[config.mk]
export PLATFORM = sky130hd
export DESIGN_NAME = minus_n_counter
export DESIGN_NICKNAME = d
export VERILOG_FILES = /design/src/rtl/minus_pkg.sv /design/src/rtl/minus_sat_sub.sv /design/src/rtl/minus_n_counter.sv
export SDC_FILE = /design/constraint.sdc
export NUM_CORES = 1
export LEC_CHECK = 0
export BUFFER_PORTS_ARGS = -buffer_cell sky130_fd_sc_hd__clkbuf_2
export CORE_AREA = 2 2 39 41
export CTS_BUF_LIST = sky130_fd_sc_hd__clkbuf_2
export DETAILED_ROUTE_END_ITERATION = 12
export DIE_AREA = 0 0 41 43
export GPL_ROUTABILITY_DRIVEN = 1
export HOLD_SLACK_MARGIN = 0.08
export PLACE_DENSITY_LB_ADDON = 0.2
export SLEW_MARGIN = 20
export SYNTH_ARGS = -nofsm -noshare
export SYNTH_HDL_FRONTEND = slang
export SYNTH_SLANG_ARGS = --single-unit
[constraint.sdc]
create_clock -name clock -period 3.5 [get_ports clock]
set_input_delay 0.175 -clock clock [delete_from_list [all_inputs] [get_ports clock]]
set_output_delay 0.175 -clock clock [all_outputs]
set_load 0.01 [all_outputs]
[src/rtl/minus_pkg.sv]
// Shared state type for the minus-N down-counter.
package minus_pkg;
  typedef enum logic [1:0] {
    IDLE = 2'd0,
    RUN  = 2'd1,
    OVER = 2'd2
  } state_t;
endpackage

[src/rtl/minus_sat_sub.sv]
// Combinational a-b with borrow detect and optional clamp-to-zero on underflow.
module minus_sat_sub #(
  parameter int WIDTH = 4
) (
  input  logic [WIDTH-1:0] a,
  input  logic [WIDTH-1:0] b,
  input  logic             sat,
  output logic [WIDTH-1:0] diff,
  output logic             borrow,
  output logic             zero
);
  always_comb begin
    borrow = (a < b);
    diff   = (borrow && sat) ? '0 : (a - b);
    zero   = (diff == '0) && !borrow;
  end
endmodule

[src/rtl/minus_n_counter.sv]
// Loadable down-counter decrementing by a runtime step, with underflow/done flags.
// Optional auto-reload on terminal count: define MINUS_N_AUTO_RELOAD_EN.
module minus_n_counter
  import minus_pkg::*;
#(
  parameter int WIDTH  = 4,
  parameter int STEP_W = WIDTH
) (
  input  logic              clock,
  input  logic              reset,
  input  logic              load_valid,
  output logic              load_ready,
  input  logic [WIDTH-1:0]  load_value,
  input  logic [STEP_W-1:0] step,
  input  logic              enable,
  input  logic              sat_mode,
  output logic [WIDTH-1:0]  Res,
  output logic              Cout,
  output logic              done,
  output logic              busy
);
  state_t           state_q, state_d;
  logic [WIDTH-1:0] res_q, res_d;
  logic             cout_q, cout_d;
  logic             done_q, done_d;
`ifdef MINUS_N_AUTO_RELOAD_EN
  logic [WIDTH-1:0] reload_q, reload_d;
`endif

  logic [WIDTH-1:0] step_ext;
  logic [WIDTH-1:0] diff;
  logic             borrow;
  logic             zero;

  assign step_ext = WIDTH'(step);

  minus_sat_sub #(.WIDTH(WIDTH)) u_sub (
    .a      (res_q),
    .b      (step_ext),
    .sat    (sat_mode),
    .diff   (diff),
    .borrow (borrow),
    .zero   (zero)
  );

  assign busy       = (state_q == RUN);
  assign load_ready = (state_q != RUN);
  assign Res        = res_q;
  assign Cout       = cout_q;
  assign done       = done_q;

  always_comb begin
    state_d = state_q;
    res_d   = res_q;
    cout_d  = cout_q;
    done_d  = 1'b0;
`ifdef MINUS_N_AUTO_RELOAD_EN
    reload_d = reload_q;
`endif
    case (state_q)
      IDLE, OVER: begin
        if (load_valid) begin
          res_d  = load_value;
          cout_d = 1'b0;
          if (load_value != '0) begin
            state_d = RUN;
`ifdef MINUS_N_AUTO_RELOAD_EN
            reload_d = load_value;
`endif
          end else begin
            state_d = OVER;
            cout_d  = 1'b1;
            done_d  = 1'b1;
          end
        end
      end
      RUN: begin
`ifdef MINUS_N_AUTO_RELOAD_EN
        // Cout is a single-cycle underflow pulse while auto-reloading.
        cout_d = 1'b0;
`endif
        if (enable && (step_ext != '0)) begin
          if (zero || borrow) begin
            done_d = 1'b1;
            cout_d = borrow;
`ifdef MINUS_N_AUTO_RELOAD_EN
            res_d  = reload_q;
`else
            res_d   = diff;
            state_d = OVER;
`endif
          end else begin
            res_d = diff;
          end
        end
      end
      default: state_d = IDLE;
    endcase
  end

  always_ff @(posedge clock) begin
    if (reset) begin
      state_q <= IDLE;
      res_q   <= '0;
      cout_q  <= 1'b0;
      done_q  <= 1'b0;
`ifdef MINUS_N_AUTO_RELOAD_EN
      reload_q <= '0;
`endif
    end else begin
      state_q <= state_d;
      res_q   <= res_d;
      cout_q  <= cout_d;
      done_q  <= done_d;
`ifdef MINUS_N_AUTO_RELOAD_EN
      reload_q <= reload_d;
`endif
    end
  end
endmodule

Word-level counts from Yosys, hierarchy flattened
Cells that the tools add are included.
{"block": "totals", "ff_bits": 8, "in_bits": 13, "output_inout_bits": 8, "elab_cells": 44}
{"block": "op_classes", "n_addsub": 1, "n_lt_le_gt_ge": 1, "n_eq_ne": 6, "n_mux": 18, "reduce_logical": 14}
{"op": "4-bit two-way mux", "n": 3}
{"op": "2-bit two-way mux", "n": 4}
{"op": "4-bit case mux with 2 select lines", "n": 1}
{"op": "4-bit nonzero test", "n": 2}
{"op": "1-bit two-way mux", "n": 7}
{"op": "2-bit by 1-bit != test with 1-bit output, second input constant", "n": 3}
{"op": "3-bit AND reduction", "n": 2}
{"op": "4-bit logical NOT", "n": 1}
{"op": "4-bit less-than comparator", "n": 1}
{"op": "1-bit case mux with 2 select lines", "n": 2}
{"op": "2-bit case mux with 2 select lines", "n": 1}
{"op": "4-bit AND reduction", "n": 1}
{"op": "4-bit subtractor", "n": 1}
{"op": "1-bit logical AND", "n": 3}
{"op": "2-bit by 1-bit equality test with 1-bit output, second input constant", "n": 1}
{"op": "2-bit equality test, second input constant", "n": 1}
{"op": "2-bit logical NOT", "n": 1}
{"op": "2-bit != test, second input constant", "n": 1}
{"op": "2-bit nonzero test", "n": 1}
{"op": "2-bit OR reduction", "n": 1}
{"op": "1-bit logical NOT", "n": 1}
{"op": "1-bit logical OR", "n": 1}

Longest topological paths before layout
{"block": "depth", "word_depth": 9, "mapped_depth": 8, "ltp_nobuf": 8}

Cells and area by module
A second synthesis with hierarchy kept.
{"block": "unflattened", "cells_unflattened": 75, "hier_area_um2": 640.6}
{"mod": "minus_n_counter", "n_inst": 1, "cells_per_inst": 43, "area_each_um2": 401.6, "seq_area_each_um2": 160.2}
{"mod": "minus_sat_sub", "n_inst": 1, "cells_per_inst": 32, "area_each_um2": 239.0, "seq_area_each_um2": 0.0}

Worst setup path after synthesis
Ideal clock, no wire load.
{"block": "synth_path", "kind": "register -> register", "from": "register res_q[0] (netlist: Res[0])", "to": "register cout_q (netlist: Cout)", "setup_time_ps": 103, "t_arrival_ps": 1921, "required_time_ps": 3397, "setup_slack_ps": 1475, "stages_incl_launch_ff": 9, "path_buffers": 0, "synth_period_minus_slack_ps": 2025, "cell_sequence": "dfxtp_1 -> inv_1 -> ha_1 -> fa_1 -> xor2_1 -> a21oi_1 -> a211oi_2 -> and3b_1 -> a2111oi_2"}
{"block": "synth_via", "elab_chain_cells": 8, "word_cells_on_any_way": 13, "classes_between": "add/sub: 1; order compare: 1; eq/ne: 1; mux: 4; reduce/logical: 6"}
{"item": "from (decl)", "line": "minus_n_counter.sv:23", "rtl": "logic [WIDTH-1:0] res_q, res_d;"}
{"item": "from (signal assigned)", "line": "minus_n_counter.sv:112", "rtl": "res_q <= res_d;"}
{"item": "4-bit less-than comparator", "line": "minus_sat_sub.sv:13", "rtl": "borrow = (a < b);"}
{"item": "1-bit logical AND", "line": "minus_sat_sub.sv:14", "rtl": "diff = (borrow && sat) ? '0 : (a - b);"}
{"item": "4-bit two-way mux", "line": "minus_sat_sub.sv:14"}
{"item": "4-bit logical NOT", "line": "minus_sat_sub.sv:15", "rtl": "zero = (diff == '0) && !borrow;"}
{"item": "1-bit logical AND", "line": "minus_sat_sub.sv:15"}
{"item": "1-bit logical OR", "line": "minus_n_counter.sv:83", "rtl": "if (zero || borrow) begin"}
{"item": "2-bit by 1-bit != test with 1-bit output (no line)"}
{"item": "4-bit AND reduction (no line)"}
{"item": "to (signal assigned)", "line": "minus_n_counter.sv:113", "rtl": "cout_q <= cout_d;"}
{"item": "to (decl)", "line": "minus_n_counter.sv:24", "rtl": "logic cout_q, cout_d;"}
Parallel ways exist; a longest one is shown, timed or not. The select of a mux whose other input is x is not followed.
A chain may end at the register's enable or synchronous reset.

Final worst setup path
Same ends and word-level chain as after synthesis.

==> flow_metrics.py <==
metrics = {
    "floorplanning": {
        "rows": 14,
        "fp.dieW_um": 41,
        "io_pins": 21,
        "dieArea_um2": 1763,
        "die_height_um": 43,
        "core_um2": 1384,
        "initial_core_util": 0.4403,
    },
    "sta": {
        "worst_pin_slew_ns": 0.5462,
        "slew_headroom": 0.6325,
        "fin_crit_ns": 2.082,
        "finalHoldViolCount": 0,
        "timing.hold.ws_ns": 0.2023,
        "rsz0062_at_grt": "false",
        "max_freq_mhz": 480.3,
        "finalCritPeriodShare": 0.5948,
        "skew_ns": 0.003634,
        "drv_slew": 0,
        "setup_violations": 0,
        "totalNegativeSetupSlack_ns": 0,
    },
    "clock_network": {
        "cts_buffer_depth": 2,
        "numCtsBuffers": 3,
        "clk_latency_ns": 0.23,
        "cts_sinks": 8,
        "cts_tree": "yes",
        "post_cts_buffers": 0,
        "htreeDepth": 1,
        "cts_resized": 0,
        "holdBufCountCts": 0,
        "path_clk_slew_ns": 0.08,
        "root_buffer": "clkbuf_2",
    },
    "drt": {
        "wl_per_cell_um": 11.85,
        "via_per_inst": 5.090,
        "ant_nets": 0,
        "drc": 0,
        "finalWirelength_um": 1315,
        "first_iter_violations": 7,
        "dr_total_vias": 565,
        "first_pass_iters": 4,
    },
    "power_and_ir_drop": {
        "leakage_nw": 0.3594,
        "total_power_w": 0.0002743,
        "p_per_area_nw_per_um2": 376.0,
        "ir_drop_mv": 0.1919,
    },
    "placement": {
        "portBuffers": 20,
        "gp_congestion": 0.7792,
        "hpwl_um": 1104,
    },
    "critical_path": {
        "critPathCaptureType": "register",
        "cp_slowest_cell": "fa_1",
        "cp_max_fo": 3,
        "cp.required_ns": 3.63,
        "r2r_cells": 8,
        "setup.worst_path.class": "register to register",
        "cp_slowest_stage_delay_ns": 0.40,
        "crit_chain": "inv_1 > ha_1 > fa_1 > xor2_1 > a21oi_1 > a211oi_2 > and3b_1 > a2111oi_2",
        "cp.arrival_ns": 2.21,
        "cp-start-kind": "register",
    },
    "finish": {
        "layout.nets": 115,
        "n_antenna_cell": 0,
        "area_growth_pct": 19.71,
        "drive_gt1_frac": 0.3263,
    },
    "grt": {
        "grt_pass1_vias": 535,
        "grt_pass1_wl_um": 2235,
        "grt_usage": 0.1863,
        "grt_max_degree": 10,
        "antenna_found_initial": 0,
        "grt.overflow.total": 0,
    },
    "synth": {
        "yosys_warnings": 0,
        "synth.avg_cell_area_um2": 8.124,
        "syn_area_um2": 609.3,
        "ys_ff_latch": 8,
        "yosysUniqueCellTypes": 35,
        "synthesis.nets": 93,
        "yosysSeqAreaShare": 0.2628,
        "syn_inst": 75,
        "async_flop_share": 0,
        "synthFlopType": "dfxtp_1",
        "synth_edf_count": 0,
    },
    "flow_run": {
        "drv_cap": 0,
    },
    "worst_hold_path": {
        "whs_path_depth": 3,
        "hp-class": "primary input to register",
    },
    "status": {
        "status": "finished, final reports clean",
    },
}
==> cell usage in the layout (no fill, tap or decap), drive strengths merged, types with 3 or more instances in the layout <==
cell type	netlist	final
a211oi	3	3
a21oi	4	4
clkbuf	1	23
dfxtp	8	8
ha	4	4
inv	6	6
nand2	7	7
nor2	9	9
nor2b	3	3
o21ai	3	3
or2	3	3
==> routing by layer <==
layer,vias to the layer above,routed length (um),GRT usage
met2,17,643,0.2938
met3,0,95,0.08377
li1,307,-,-
met4,0,0,0.02000
met5,-,0,0
met1,241,576,0.2338
==> power by group <==
part           internal (W)  switching [W]
clock network     0.0000234      0.0000310
registers          0.000100     0.00000671
logic             0.0000501      0.0000626
total              0.000174       0.000100
==> cells in the mapped netlist, drive strengths merged, types with 2 or more instances <==
| cell | number | area (um2) |
|---|---|---|
| a211oi | 3 | 27.52 |
| a21oi | 4 | 20.02 |
| a22oi | 2 | 15.01 |
| a311oi | 2 | 17.52 |
| and3b | 2 | 17.52 |
| buf | 2 | 11.26 |
| dfxtp | 8 | 160.2 |
| ha | 4 | 50.05 |
| inv | 6 | 22.52 |
| nand2 | 7 | 26.28 |
| nand2b | 2 | 12.51 |
| nor2 | 9 | 36.29 |
| nor2b | 3 | 18.77 |
| o21ai | 3 | 18.77 |
| or2 | 3 | 18.77 |
==> state kept, by name (all words and copies together) (netlist names) <==
register,count
Cout,1
Res,4
done,1
state_q,2
==> logic make-up after synthesis <==
logic type / synth area share
DFF: 0.2628
xor gates and xnor gates: 0.01438
buffers and inverters: 0.06159
AOI/OAI and AO/OA: 0.2361
muxes: 0.01643
adders and majority gates: 0.1150
and+or+nand+nor: 0.2937
==> area by class of cell <==
cell class	count	area (um2)
sequential	8	160.2
inverter	6	22.52
fill	150	654.4
clock buffer	3	15.01
tap	16	20.02
multi-input combinational	58	411.6
timing repair buffer	20	100.1
==> worst max-delay path: cells and delay by family, from the launching register on <==
| family | cells | cell delay (ns) |
|---|---|---|
| AOI/OAI and AO/OA | 3 | 0.62 |
| buffers and inverters | 1 | 0.05 |
| DFF | 1 | 0.35 |
| xor gates and xnor gates | 1 | 0.17 |
| and+or+nand+nor | 1 | 0.19 |
| adders and majority gates | 2 | 0.59 |
==> worst paths after layout <==
check                 from     end  slack, ns
min reg2reg         Res[0]  Res[0]       0.52
max                 Res[0]    Cout       1.42
min          load_value[3]  Res[3]       0.20
max reg2reg         Res[0]    Cout       1.42
==> stage by stage <==
stage / util / cell area, um2 / std cells / setup WS, ns
finish: 0.5271 / 729.5 / 111 / 1.418
global route: 0.5271 / 729.5 / 111 / 1.232
CTS: 0.5271 / 729.5 / 111 / 1.389
detailed placement: 0.5163 / 714.4 / 108 / 1.421
global placement: 0.5163 / 714.4 / 108 / 1.478
floorplan: - / 609.3 / 75 / 1.475
Note: power is estimated with default switching activity, not from simulation.
